**config.mk**
```make
export PLATFORM = sky130hd
export DESIGN_NAME = spi_dac_arbiter
export DESIGN_NICKNAME = d
export VERILOG_FILES = /design/src/rtl/diod_pkg.sv /design/src/rtl/rr_pick.sv /design/src/rtl/spi_dac_arbiter.sv
export SDC_FILE = /design/constraint.sdc
export NUM_CORES = 1
export LEC_CHECK = 0
export ABC_CLOCK_PERIOD_IN_PS = 3950
export BUFFER_PORTS_ARGS = -buffer_cell sky130_fd_sc_hd__buf_2
export CORE_UTILIZATION = 57
export CTS_CLUSTER_DIAMETER = 120
export DETAILED_ROUTE_END_ITERATION = 16
export GPL_TIMING_DRIVEN = 1
export PLACE_DENSITY = 0.84
export SKIP_CTS_REPAIR_TIMING = 1
export SLEW_MARGIN = 20
export SYNTH_ARGS = -nofsm -noshare
export SYNTH_HDL_FRONTEND = slang
export SYNTH_SLANG_ARGS = --single-unit
```
**constraint.sdc**
```tcl
create_clock -name clk -period 3.95 [get_ports clk]
set_input_delay 0 -clock clk [delete_from_list [all_inputs] [get_ports clk]]
set_output_delay 0 -clock clk [all_outputs]
set_load 0.02 [all_outputs]
```
**src/rtl/diod_pkg.sv**
```systemverilog
// Shared definitions for the diode controller: arbiter FSM state codes,
// the default DAC word width and a saturating timer increment.
package diod_pkg;

  localparam int DATA_W_DEF = 8;

  localparam logic [2:0] ST_IDLE      = 3'd0;
  localparam logic [2:0] ST_START     = 3'd1;
  localparam logic [2:0] ST_WAIT_LOW  = 3'd2;
  localparam logic [2:0] ST_WAIT_HIGH = 3'd3;
  localparam logic [2:0] ST_GAP       = 3'd4;

  typedef enum logic [2:0] {
    IDLE      = ST_IDLE,
    START     = ST_START,
    WAIT_LOW  = ST_WAIT_LOW,
    WAIT_HIGH = ST_WAIT_HIGH,
    GAP       = ST_GAP
  } state_t;

  function automatic logic [7:0] sat_inc8(input logic [7:0] v);
    return (v == 8'hFF) ? v : v + 8'd1;
  endfunction

endpackage

```
**src/rtl/rr_pick.sv**
```systemverilog
// Combinational round-robin picker: first set request bit searching upward
// from pointer+1, wrapping at N_CH.
module rr_pick #(
  parameter int N_CH = 2,
  parameter int PW   = 1
) (
  input  logic [N_CH-1:0] req,
  input  logic [PW-1:0]   pointer,
  output logic [PW-1:0]   winner,
  output logic            valid
);

  logic [PW-1:0] cand [N_CH];

  generate
    for (genvar gi = 0; gi < N_CH; gi++) begin : g_cand
      assign cand[gi] = PW'((int'(pointer) + gi + 1) % N_CH);
    end
  endgenerate

  // Walk from the farthest candidate back so the nearest one wins.
  always_comb begin
    winner = '0;
    valid  = 1'b0;
    for (int k = N_CH - 1; k >= 0; k--) begin
      if (req[cand[k]]) begin
        winner = cand[k];
        valid  = 1'b1;
      end
    end
  end

endmodule

```
**src/rtl/spi_dac_arbiter.sv**
```systemverilog
// Round-robin arbiter sharing one spi_module DAC link between N_CH channel
// controllers; tracks each frame on SS, then acks the owner or flags a timeout.
module spi_dac_arbiter
  import diod_pkg::*;
#(
  parameter int N_CH    = 2,
  parameter int DATA_W  = DATA_W_DEF,
  parameter int TIMEOUT = 255,
  parameter int GAP_CYC = 4
) (
  input  logic                     clk,
  input  logic                     reset,
  input  logic [N_CH-1:0]          req,
  input  logic [N_CH*DATA_W-1:0]   req_data,
  input  logic                     spi_ss,
  output logic                     spi_start,
  output logic [DATA_W-1:0]        spi_data,
  output logic [N_CH-1:0]          grant,
  output logic [N_CH-1:0]          ack,
  output logic                     err,
  output logic                     busy,
  output logic [2:0]               debug_state
);

  localparam int         PW        = $clog2(N_CH);
  localparam logic [7:0] TIMEOUT_C = 8'(TIMEOUT);
  localparam logic [3:0] GAP_LAST  = (GAP_CYC == 0) ? 4'd0 : 4'(GAP_CYC - 1);

  logic [DATA_W-1:0] words [N_CH];

  generate
    for (genvar gi = 0; gi < N_CH; gi++) begin : g_words
      assign words[gi] = req_data[gi*DATA_W +: DATA_W];
    end
  endgenerate

  state_t            state_q, state_d;
  logic [7:0]        timer_q, timer_d;
  logic [3:0]        gap_q, gap_d;
  logic [PW-1:0]     ptr_q, ptr_d;
  logic [N_CH-1:0]   grant_q, grant_d;
  logic [N_CH-1:0]   ack_q, ack_d;
  logic [DATA_W-1:0] data_q, data_d;
  logic              start_q, start_d;
  logic              err_q, err_d;
  logic              busy_q, busy_d;

  logic [PW-1:0] pick_winner;
  logic          pick_valid;
  logic [7:0]    timer_inc;

  rr_pick #(
    .N_CH (N_CH),
    .PW   (PW)
  ) u_rr_pick (
    .req     (req),
    .pointer (ptr_q),
    .winner  (pick_winner),
    .valid   (pick_valid)
  );

  assign timer_inc = sat_inc8(timer_q);

  always_comb begin
    state_d = state_q;
    timer_d = timer_q;
    gap_d   = gap_q;
    ptr_d   = ptr_q;
    grant_d = grant_q;
    data_d  = data_q;
    start_d = 1'b0;
    ack_d   = '0;
    err_d   = 1'b0;

    case (state_q)
      IDLE: begin
        grant_d = '0;
        if (pick_valid) begin
          grant_d[pick_winner] = 1'b1;
          data_d  = words[pick_winner];
          ptr_d   = pick_winner;
          state_d = START;
        end
      end
      // Start is registered, so its pulse lands in the first WAIT_LOW cycle.
      START: begin
        start_d = 1'b1;
        timer_d = '0;
        state_d = WAIT_LOW;
      end
      WAIT_LOW: begin
        if (!spi_ss) begin
          timer_d = '0;
          state_d = WAIT_HIGH;
        end else begin
          timer_d = timer_inc;
          if (timer_inc == TIMEOUT_C) begin
            err_d   = 1'b1;
            gap_d   = '0;
            state_d = GAP;
          end
        end
      end
      WAIT_HIGH: begin
        if (spi_ss) begin
          ack_d   = grant_q;
          gap_d   = '0;
          state_d = GAP;
        end else begin
          timer_d = timer_inc;
          if (timer_inc == TIMEOUT_C) begin
            err_d   = 1'b1;
            gap_d   = '0;
            state_d = GAP;
          end
        end
      end
      GAP: begin
        if (gap_q == GAP_LAST) begin
          grant_d = '0;
          state_d = IDLE;
        end else begin
          gap_d = gap_q + 4'd1;
        end
      end
      default: begin
        grant_d = '0;
        state_d = IDLE;
      end
    endcase

    busy_d = (state_d != IDLE);
  end

  always_ff @(posedge clk) begin
    if (reset) begin
      state_q <= IDLE;
      timer_q <= '0;
      gap_q   <= '0;
      ptr_q   <= PW'(N_CH - 1);
      grant_q <= '0;
      ack_q   <= '0;
      data_q  <= '0;
      start_q <= 1'b0;
      err_q   <= 1'b0;
      busy_q  <= 1'b0;
    end else begin
      state_q <= state_d;
      timer_q <= timer_d;
      gap_q   <= gap_d;
      ptr_q   <= ptr_d;
      grant_q <= grant_d;
      ack_q   <= ack_d;
      data_q  <= data_d;
      start_q <= start_d;
      err_q   <= err_d;
      busy_q  <= busy_d;
    end
  end

  assign spi_start   = start_q;
  assign spi_data    = data_q;
  assign grant       = grant_q;
  assign ack         = ack_q;
  assign err         = err_q;
  assign busy        = busy_q;
  assign debug_state = state_q;

endmodule

```
=== Word-level counts from Yosys, hierarchy flattened ===
Cells that the tools add are included.

* Bitwise logic cells: 4
* Equal/unequal tests: 11
* Order comparisons: 5
* Reductions and logical operators: 11
* Mux-type cells: 36
* Add/sub/neg operators: 4

{| class="wikitable"
|+ Operator list
! kind !! number
|-
| $mux W8 || 6
|-
| $pmux W8 S3 || 1
|-
| $eq A8 B8 Y1 const B || 2
|-
| $mux W4 || 4
|-
| $mux W3 || 5
|-
| $pmux W3 S5 || 1
|-
| $mux W1 || 13
|-
| $pmux W4 S3 || 1
|-
| $reduce_bool A3 Y1 || 3
|-
| $add A8 B1 Y8 const B || 1
|-
| $ne A2 B2 Y1 const B || 4
|-
| $eq A3 B2 Y1 const B || 2
|-
| $lt A1 B2 Y1 const B || 3
|-
| $pmux W2 S3 || 1
|-
| $reduce_and A2 Y1 || 3
|-
| $reduce_or A3 Y1 || 2
|-
| $add A4 B1 Y4 const B || 1
|-
| $eq A4 B2 Y1 const B || 1
|-
| $mux W2 || 2
|-
| $eq A3 B1 Y1 const B || 1
|-
| $eq A3 B3 Y1 const B || 1
|-
| $logic_not A3 Y1 || 1
|-
| $not A1 Y1 || 3
|-
| $reduce_and A3 Y1 || 1
|-
| 7 further kinds || 8
|}

* Bits of input ports: 21
* Register bits after elaboration: 31
* Output and inout bits: 18

=== Longest topological paths before layout ===
Gate-level depths: netlist of the first run.

* Word-level depth: 12
* Depth in mapped cells: 8
* Mapped depth without buffers: 7

=== By module ===
Synthesis of the first run repeated with hierarchy kept, for this count alone.

* Cells, all modules: 179
* Area total of the unflattened synthesis: 1,492.7 um2

{| class="wikitable"
|+ By module, submodules not included
! module !! times used !! sequential area each (um2) !! cells each !! area an instance (um2)
|-
| spi_dac_arbiter || 1 || 620.6 || 177 || 1,478.9
|-
| rr_pick || 1 || 0.0 || 2 || 13.8
|}

=== Least setup slack after synthesis of the first run ===
OpenSTA, ideal clock, no wires.

* Path type: reg2reg
* Start: register timer_q[0]
* End: register busy_q, in the netlist busy
* Arrival time: 1,851 ps
* Period minus slack after synthesis: 1,971 ps
* Setup slack: 1,979 ps
* Buffers on the path: 1
* Data required time: 3,830 ps
* Cell stages (with the launch flop): 9
* Library setup time: 120 ps
* Cells stage by stage: dfxtp_1 > ha_1 > buf_6 > nand3_4 > nor2_4 > or3b_1 > a211oi_2 > a211oi_1 > a211o_1

* Cells in the longest elaborated chain, start to end: 7
* Elaborated cells between the ends (all ways): 9

{| class="wikitable"
|+ RTL lines
! what !! RTL line !! text
|-
| start: declaration || spi_dac_arbiter.sv:38 || <nowiki>logic [7:0] timer_q, timer_d;</nowiki>
|-
| start signal: assignment || spi_dac_arbiter.sv:149 || <nowiki>timer_q <= timer_d;</nowiki>
|-
| $add A8 B1 Y8 / $eq A8 B8 Y1 (equally long branches) || diod_pkg.sv:22 || <nowiki>return (v == 8'hFF) ? v : v + 8'd1;</nowiki>
|-
| $mux W8 * || diod_pkg.sv:22 ||
|-
| $eq A8 B8 Y1 * || spi_dac_arbiter.sv:97, spi_dac_arbiter.sv:111 ||
|-
| $mux W3 * || spi_dac_arbiter.sv:97, spi_dac_arbiter.sv:111 ||
|-
| $mux W3 (on tied branches) || spi_dac_arbiter.sv:105, spi_dac_arbiter.sv:92 ||
|-
| $pmux W3 S5 * || spi_dac_arbiter.sv:75 || <nowiki>case (state_q)</nowiki>
|-
| $reduce_bool A3 Y1 * || spi_dac_arbiter.sv:132 || <nowiki>busy_d = (state_d != IDLE);</nowiki>
|-
| end signal: assignment || spi_dac_arbiter.sv:157 || <nowiki>busy_q <= busy_d;</nowiki>
|-
| end: declaration || spi_dac_arbiter.sv:46 || <nowiki>logic busy_q, busy_d;</nowiki>
|}

Mark *: on every way between the ends. The rest lies on a longest branch, timed or not.
A chain may end at the register's enable or synchronous reset.

=== Worst setup path after layout of the first run ===
Ends and elaborated chain as after synthesis.

==> results.sh, run 1 <==
export IMPL_grt_use_total=0.244
export IMPL_synthCells=186
export IMPL_drive_above_1_share=0.256
export IMPL_synth_top_flop_cell="dfxtp_1"
export IMPL_final_common_cell="buf_2"
export IMPL_core_um2=2730
export IMPL_seqCellArea_um2=621
export IMPL_cp_slowest_cell="dfxtp_1"
export IMPL_hold_path_class="in2reg"
export IMPL_ant_nets=0
export IMPL_ys_types=49
export IMPL_syn_area_per_cell_um2=8.74
export IMPL_io_pins=39
export IMPL_reg2reg_depth=7
export IMPL_ir_drop_mv=0.314
export IMPL_fin_area_um2=1830
export IMPL_hold_depth=3
export IMPL_drt_iter0_markers=91
export IMPL_outcome="complete, no violations"
export IMPL_ys_ff_latch=31
export IMPL_gp_congestion=0.945
export IMPL_fp_dieArea_um2=3070
export IMPL_setup_tns_ns=0
export IMPL_fill_cells=241
export IMPL_multi_input_area_um2=896
export IMPL_antenna_found_initial=0
export IMPL_cts_buffers_inserted=5
export IMPL_drc_errors=0
export IMPL_n_antenna_cell=0
export IMPL_max_stage_delay_ns=0.49
export IMPL_final_cell_mix="buf_2 (38), dfxtp_1 (31), nor2_1 (22)"
export IMPL_hp_start="req_data[2]"
export IMPL_numPortBuffers=38
export IMPL_crit_type="reg2reg"
export IMPL_grt_pass1_vias=1434
export IMPL_cp_end_kind="register"
export IMPL_cp_num_buf_inv=0
export IMPL_wl_per_cell_um=13.9
export IMPL_setup_ws_ns=1.63
export IMPL_worst_hold_path_endpoint="spi_data[2]$_SDFFE_PP0P_"
export IMPL_hpwl_mm=2.50
export IMPL_critPathArrivalTime_ns=2.54
export IMPL_tightest_slew_ns=0.674
export IMPL_final_nets=241
export IMPL_wl_mm=3.46
export IMPL_rsz0062_at_grt="false"
export IMPL_clk_insertion_delay_late_ns=0.33
export IMPL_slew_violations=0
export IMPL_critPathRequiredTime_ns=4.18
export IMPL_setup_worst_path_start="timer_q[0]$_SDFFE_PP0P_"
export IMPL_synthArstFlopShare=0
export IMPL_preCtsSetupSlack_ns=1.71
export IMPL_fin_worst_hold_slack_ns=0.00333
export IMPL_yosys_warnings=0
export IMPL_finalSetupViolations=0
export IMPL_placed_cell_area_um2=1760
export IMPL_drt_vias_per_instance=6.07
export IMPL_slew_headroom=0.549
export IMPL_fmax_mhz=432
export IMPL_htree_num_levels=2
export IMPL_reg2reg_to="busy$_SDFF_PP0_"
export IMPL_cts_tree="done"
export IMPL_first_pass_iters=4
export IMPL_grt_max_degree=31
export IMPL_dr_total_vias=1517
export IMPL_initial_core_util=0.595
export IMPL_finalHoldViolations=0
export IMPL_ys_seq_area_frac=0.382
export IMPL_p_leak_nw=0.737
export IMPL_r2r_slack_ns=1.63
export IMPL_grt_ovfl_total=0
export IMPL_area_growth_pct=12.5
export IMPL_wl_met1_mm=1.47
export IMPL_synth_net_count=209
export IMPL_grt_pass1_wl_mm=5.98
export IMPL_fp_dieW_um=55.4
export IMPL_final_period_utilization=0.586
export IMPL_ctsLongestPathBuffers=2
export IMPL_clock_sinks=31
export IMPL_syn_area_um2=1630
export IMPL_fp_dieH_um=55.4
export IMPL_path_delay_family="compound AO/OA/AOI/OAI gates"
export IMPL_clk_pin_slew_ns=0.09
export IMPL_maxCapViolations=0
export IMPL_crit_chain="ha_1 > o21ai_0 > o21ba_2 > o2111ai_1 > a211oi_2 > a211oi_1 > a211o_1"
export IMPL_r2r_start="timer_q[0]$_SDFFE_PP0P_"
export IMPL_period_needed_ns=2.32
export IMPL_met3WireLength_um=202
export IMPL_cp_start_kind="register"
export IMPL_routed_wl_met2_mm=1.72
export IMPL_clockRootBuffer="clkbuf_4"
export IMPL_highest_layer="met4"
export IMPL_power_density_nw_per_um2=398
export IMPL_skew_ns=0.00690
export IMPL_cp_max_fo=9
export IMPL_rows=19
export IMPL_synth_edff_count=0
-- power by group --
| part | internal (mW) | total (mW) | leakage (nW) | switching, mW |
|---|---|---|---|---|
| clock | 0.105 | 0.209 | 0.0386 | 0.104 |
| combinational | 0.0619 | 0.162 | 0.445 | 0.100 |
| sequential | 0.337 | 0.357 | 0.253 | 0.0197 |
| total | 0.503 | 0.728 | 0.737 | 0.224 |
-- tightest hold or removal path: stages --
cell and delay, ns:
buf_2 0.09, mux2i_1 0.11, a211oi_1 0.08
-- synth_stat cells, drive strengths merged, types with 2 or more instances --
cell type / count / area share
nor3: 5 / 0.015
buf: 10 / 0.054
inv: 2 / 0.0046
or2: 2 / 0.0077
clkbuf: 4 / 0.0092
a311oi: 2 / 0.011
nor2: 23 / 0.058
nand4: 4 / 0.025
a31oi: 2 / 0.0077
ha: 2 / 0.015
dfxtp: 31 / 0.38
o21ai: 11 / 0.034
a211oi: 15 / 0.072
o21a: 2 / 0.0092
nand2b: 3 / 0.012
mux2i: 8 / 0.049
nand3: 6 / 0.026
nor4b: 3 / 0.016
a21o: 3 / 0.015
and2: 5 / 0.019
and3: 2 / 0.0085
a21oi: 14 / 0.043
nand2: 10 / 0.023
-- layout make-up --
class / count / share of cell area
Multi-Input combinational cell: 139 / 0.490
Sequential cell: 31 / 0.339
Timing Repair Buffer: 39 / 0.108
Clock buffer: 8 / 0.0376
Tap cell: 31 / 0.0212
Inverter: 2 / 0.00410
-- state kept, by name, indices dropped and copies added, names as in the netlist, 2 cells and up --
signal	cells
gap_q	4
debug_state	3
grant	2
ack	2
spi_data	8
timer_q	8
-- cells by family (layout without fill, tap and decap cells) --
| group | count (synthesis) | in the layout | share of synthesized area |
|---|---|---|---|
| flip-flops | 31 | 31 | 0.382 |
| XOR/XNOR | 1 | 1 | 0.00539 |
| adder cells (fa/ha/maj) | 2 | 2 | 0.0154 |
| AND/OR/NAND/NOR | 69 | 69 | 0.237 |
| buffers and inverters | 16 | 49 | 0.0677 |
| AO/OA/AOI/OAI | 58 | 58 | 0.237 |
| multiplexers | 9 | 9 | 0.0562 |
-- per-stage QoR --
stage,util,cells,power (mW)
2_1_floorplan,-,186,0.483
3_3_place_gp,0.644,242,0.520
3_5_place_dp,0.644,242,0.525
4_1_cts,0.669,250,0.735
5_1_grt,0.669,250,0.767
6_report,0.669,250,0.728
-- per-layer routing --
layer	global-route usage	vias to the layer above
met5	0	-
met4	0.125	0
met3	0.0749	10
met2	0.418	59
met1	0.270	697
li1	-	751
-- worst max path at each step --
stage / cells after the start / to
4_1_cts: 7 / busy$_SDFF_PP0_
5_1_grt: 7 / busy$_SDFF_PP0_
2_1_floorplan: 8 / busy$_SDFF_PP0_
6_report: 7 / busy$_SDFF_PP0_
3_3_place_gp: 7 / busy$_SDFF_PP0_
3_5_place_dp: 7 / busy$_SDFF_PP0_
Note: power is estimated with default switching activity, not from simulation.
==> run 2, diff against run 1 <==
--- a/config.mk
+++ b/config.mk
@@ -5,13 +5,13 @@
 export SDC_FILE = /design/constraint.sdc
 export NUM_CORES = 1
 export LEC_CHECK = 0
-export ABC_CLOCK_PERIOD_IN_PS = 3950
+export ABC_CLOCK_PERIOD_IN_PS = 1900
 export BUFFER_PORTS_ARGS = -buffer_cell sky130_fd_sc_hd__buf_2
-export CORE_UTILIZATION = 57
+export CORE_UTILIZATION = 47
 export CTS_CLUSTER_DIAMETER = 120
 export DETAILED_ROUTE_END_ITERATION = 16
 export GPL_TIMING_DRIVEN = 1
-export PLACE_DENSITY = 0.84
+export PLACE_DENSITY = 0.74
 export SKIP_CTS_REPAIR_TIMING = 1
 export SLEW_MARGIN = 20
 export SYNTH_ARGS = -nofsm -noshare
==> constraint.sdc (replaced) <==
create_clock -name clk -period 1.9 [get_ports clk]
set_input_delay 0 -clock clk [delete_from_list [all_inputs] [get_ports clk]]
set_output_delay 0 -clock clk [all_outputs]
set_load 0.02 [all_outputs]
==> run 2 against run 1 <==
  * Critical path depth is the same
  * Non-clock buffer count is 12 higher
  * Final area increased by 8.5%
  * Final cell count is 10% higher
  * Clock skew decreased by 0.0052 ns
  * Setup slack got worse by 1.6 ns
  * Maximum frequency increased by 26%
  * Register-to-register slack worse by 1.6 ns
  * First-iteration DRC count down 3.3%
  * Via count is 2.6% lower
  * Total power up 110%
  * Routed wire length shrank 3.0%
  * Critical path type unchanged
  * Highest routed layer unchanged
==> results.sh, run 2 (synthesis gave the netlist of run 1 again) <==
export IMPL_outcome="complete, no violations"
export IMPL_final_common_cell="buf_2"
export IMPL_clock_sinks=31
export IMPL_clk_insertion_delay_late_ns=0.32
export IMPL_final_nets=253
export IMPL_grt_ovfl_total=0
export IMPL_rows=20
export IMPL_grt_pass1_wl_mm=5.59
export IMPL_numPortBuffers=38
export IMPL_wl_mm=3.36
export IMPL_critPathArrivalTime_ns=2.06
export IMPL_hold_path_class="in2reg"
export IMPL_cp_max_fo=8
export IMPL_fmax_mhz=544
export IMPL_grt_max_degree=31
export IMPL_cts_buffers_inserted=5
export IMPL_power_density_nw_per_um2=773
export IMPL_wl_per_cell_um=12.2
export IMPL_preCtsSetupSlack_ns=-0.0507
export IMPL_first_pass_iters=4
export IMPL_reg2reg_depth=7
export IMPL_slew_violations=0
export IMPL_fp_dieArea_um2=3700
export IMPL_grt_pass1_vias=1341
export IMPL_power_mw=1.54
export IMPL_drt_vias_per_instance=5.37
export IMPL_gp_congestion=0.882
export IMPL_maxCapViolations=0
export IMPL_drive_above_1_share=0.333
export IMPL_p_leak_nw=0.804
export IMPL_n_antenna_cell=0
export IMPL_dp_cells=265
export IMPL_ctsLongestPathBuffers=2
export IMPL_htree_num_levels=2
export IMPL_cts_tree="done"
export IMPL_ir_drop_mv=0.518
export IMPL_dr_total_vias=1478
export IMPL_finalSetupViolations=0
export IMPL_final_cell_count_no_fill=275
export IMPL_slew_headroom=0.648
export IMPL_antenna_found_initial=0
export IMPL_ant_nets=0
export IMPL_cp_start_kind="register"
export IMPL_setup_ws_ns=0.0631
export IMPL_drt_iter0_markers=88
export IMPL_crit_type="reg2reg"
export IMPL_critPathRequiredTime_ns=2.12
export IMPL_tightest_slew_ns=0.528
export IMPL_skew_ns=0.00169
export IMPL_initial_core_util=0.512
export IMPL_final_cell_mix="buf_2 (38), dfxtp_1 (27), nor2_1 (22)"
export IMPL_cp_end_kind="register"
export IMPL_hold_depth=3
export IMPL_rsz0062_at_grt="true"
export IMPL_hpwl_mm=2.42
export IMPL_grt_use_total=0.207
export IMPL_finalHoldViolations=0
export IMPL_drc_errors=0
export IMPL_area_growth_pct=22.1
export IMPL_clockRootBuffer="clkbuf_4"
export IMPL_clk_pin_slew_ns=0.09
export IMPL_fp_dieH_um=60.8
export IMPL_fp_dieW_um=60.8
export IMPL_period_needed_ns=1.84
export IMPL_io_pins=39
export IMPL_core_um2=3180
export IMPL_final_period_utilization=0.967
[run 2: cell count changes in the layout (fill, tap and decap cells not counted), sizes merged]
cell	change
buf	+11
dlygate4sd3	+1
[run 2: power breakdown]
group | total (mW) | internal [mW] | switching [mW]
clock network | 0.432 | 0.218 | 0.215
registers | 0.732 | 0.701 | 0.0315
logic | 0.371 | 0.150 | 0.220
total | 1.54 | 1.07 | 0.467
[run 2: stage by stage]
stage | utilization | hold slack, ns | area, µm² | setup TNS (ns)
3_3_place_gp | 0.585 | 0.341 | 1860 | 0
6_report | 0.625 | 0.000821 | 1990 | 0
3_5_place_dp | 0.585 | 0.350 | 1860 | -0.0676
4_1_cts | 0.607 | -0.0169 | 1930 | -0.0937
5_1_grt | 0.625 | 0.00121 | 1990 | -0.0407
2_1_floorplan | - | 0.0708 | 1640 | 0
[run 2: worst paths after layout]
path              slack, ns                    start                       end
setup / recovery       0.06  timer_q[1]$_SDFFE_PP0P_           busy$_SDFF_PP0_
hold reg to reg        0.50    gap_q[3]$_SDFFE_PP0P_     gap_q[3]$_SDFFE_PP0P_
hold / removal       0.0008              req_data[2]  spi_data[2]$_SDFFE_PP0P_
setup reg to reg       0.06  timer_q[1]$_SDFFE_PP0P_           busy$_SDFF_PP0_
[run 2: per-layer routing]
metal / GRT usage / part of all wire / up-vias
li1: - / - / 766
met2: 0.341 / 0.48 / 47
met4: 0.0779 / 0.0042 / 0
met5: 0 / 0 / -
met1: 0.244 / 0.45 / 663
met3: 0.0810 / 0.056 / 2
[run 2: area by class of cell]
class                           count  area (µm²)
Tap cell                           44        55.1
Clock buffer                        8        68.8
Timing Repair Buffer               51         290
Multi-Input combinational cell    139         938
Fill cell                         303        1190
Sequential cell                    31         626
Inverter                            2        7.51
[run 2: worst max-delay path, cell delays in order (launching register included)]
cell	delay, ns
dfxtp_2	0.34
ha_4	0.19
nand3_4	0.10
nor2_4	0.05
or3b_4	0.37
a211oi_4	0.32
a21oi_2	0.11
a211o_1	0.26
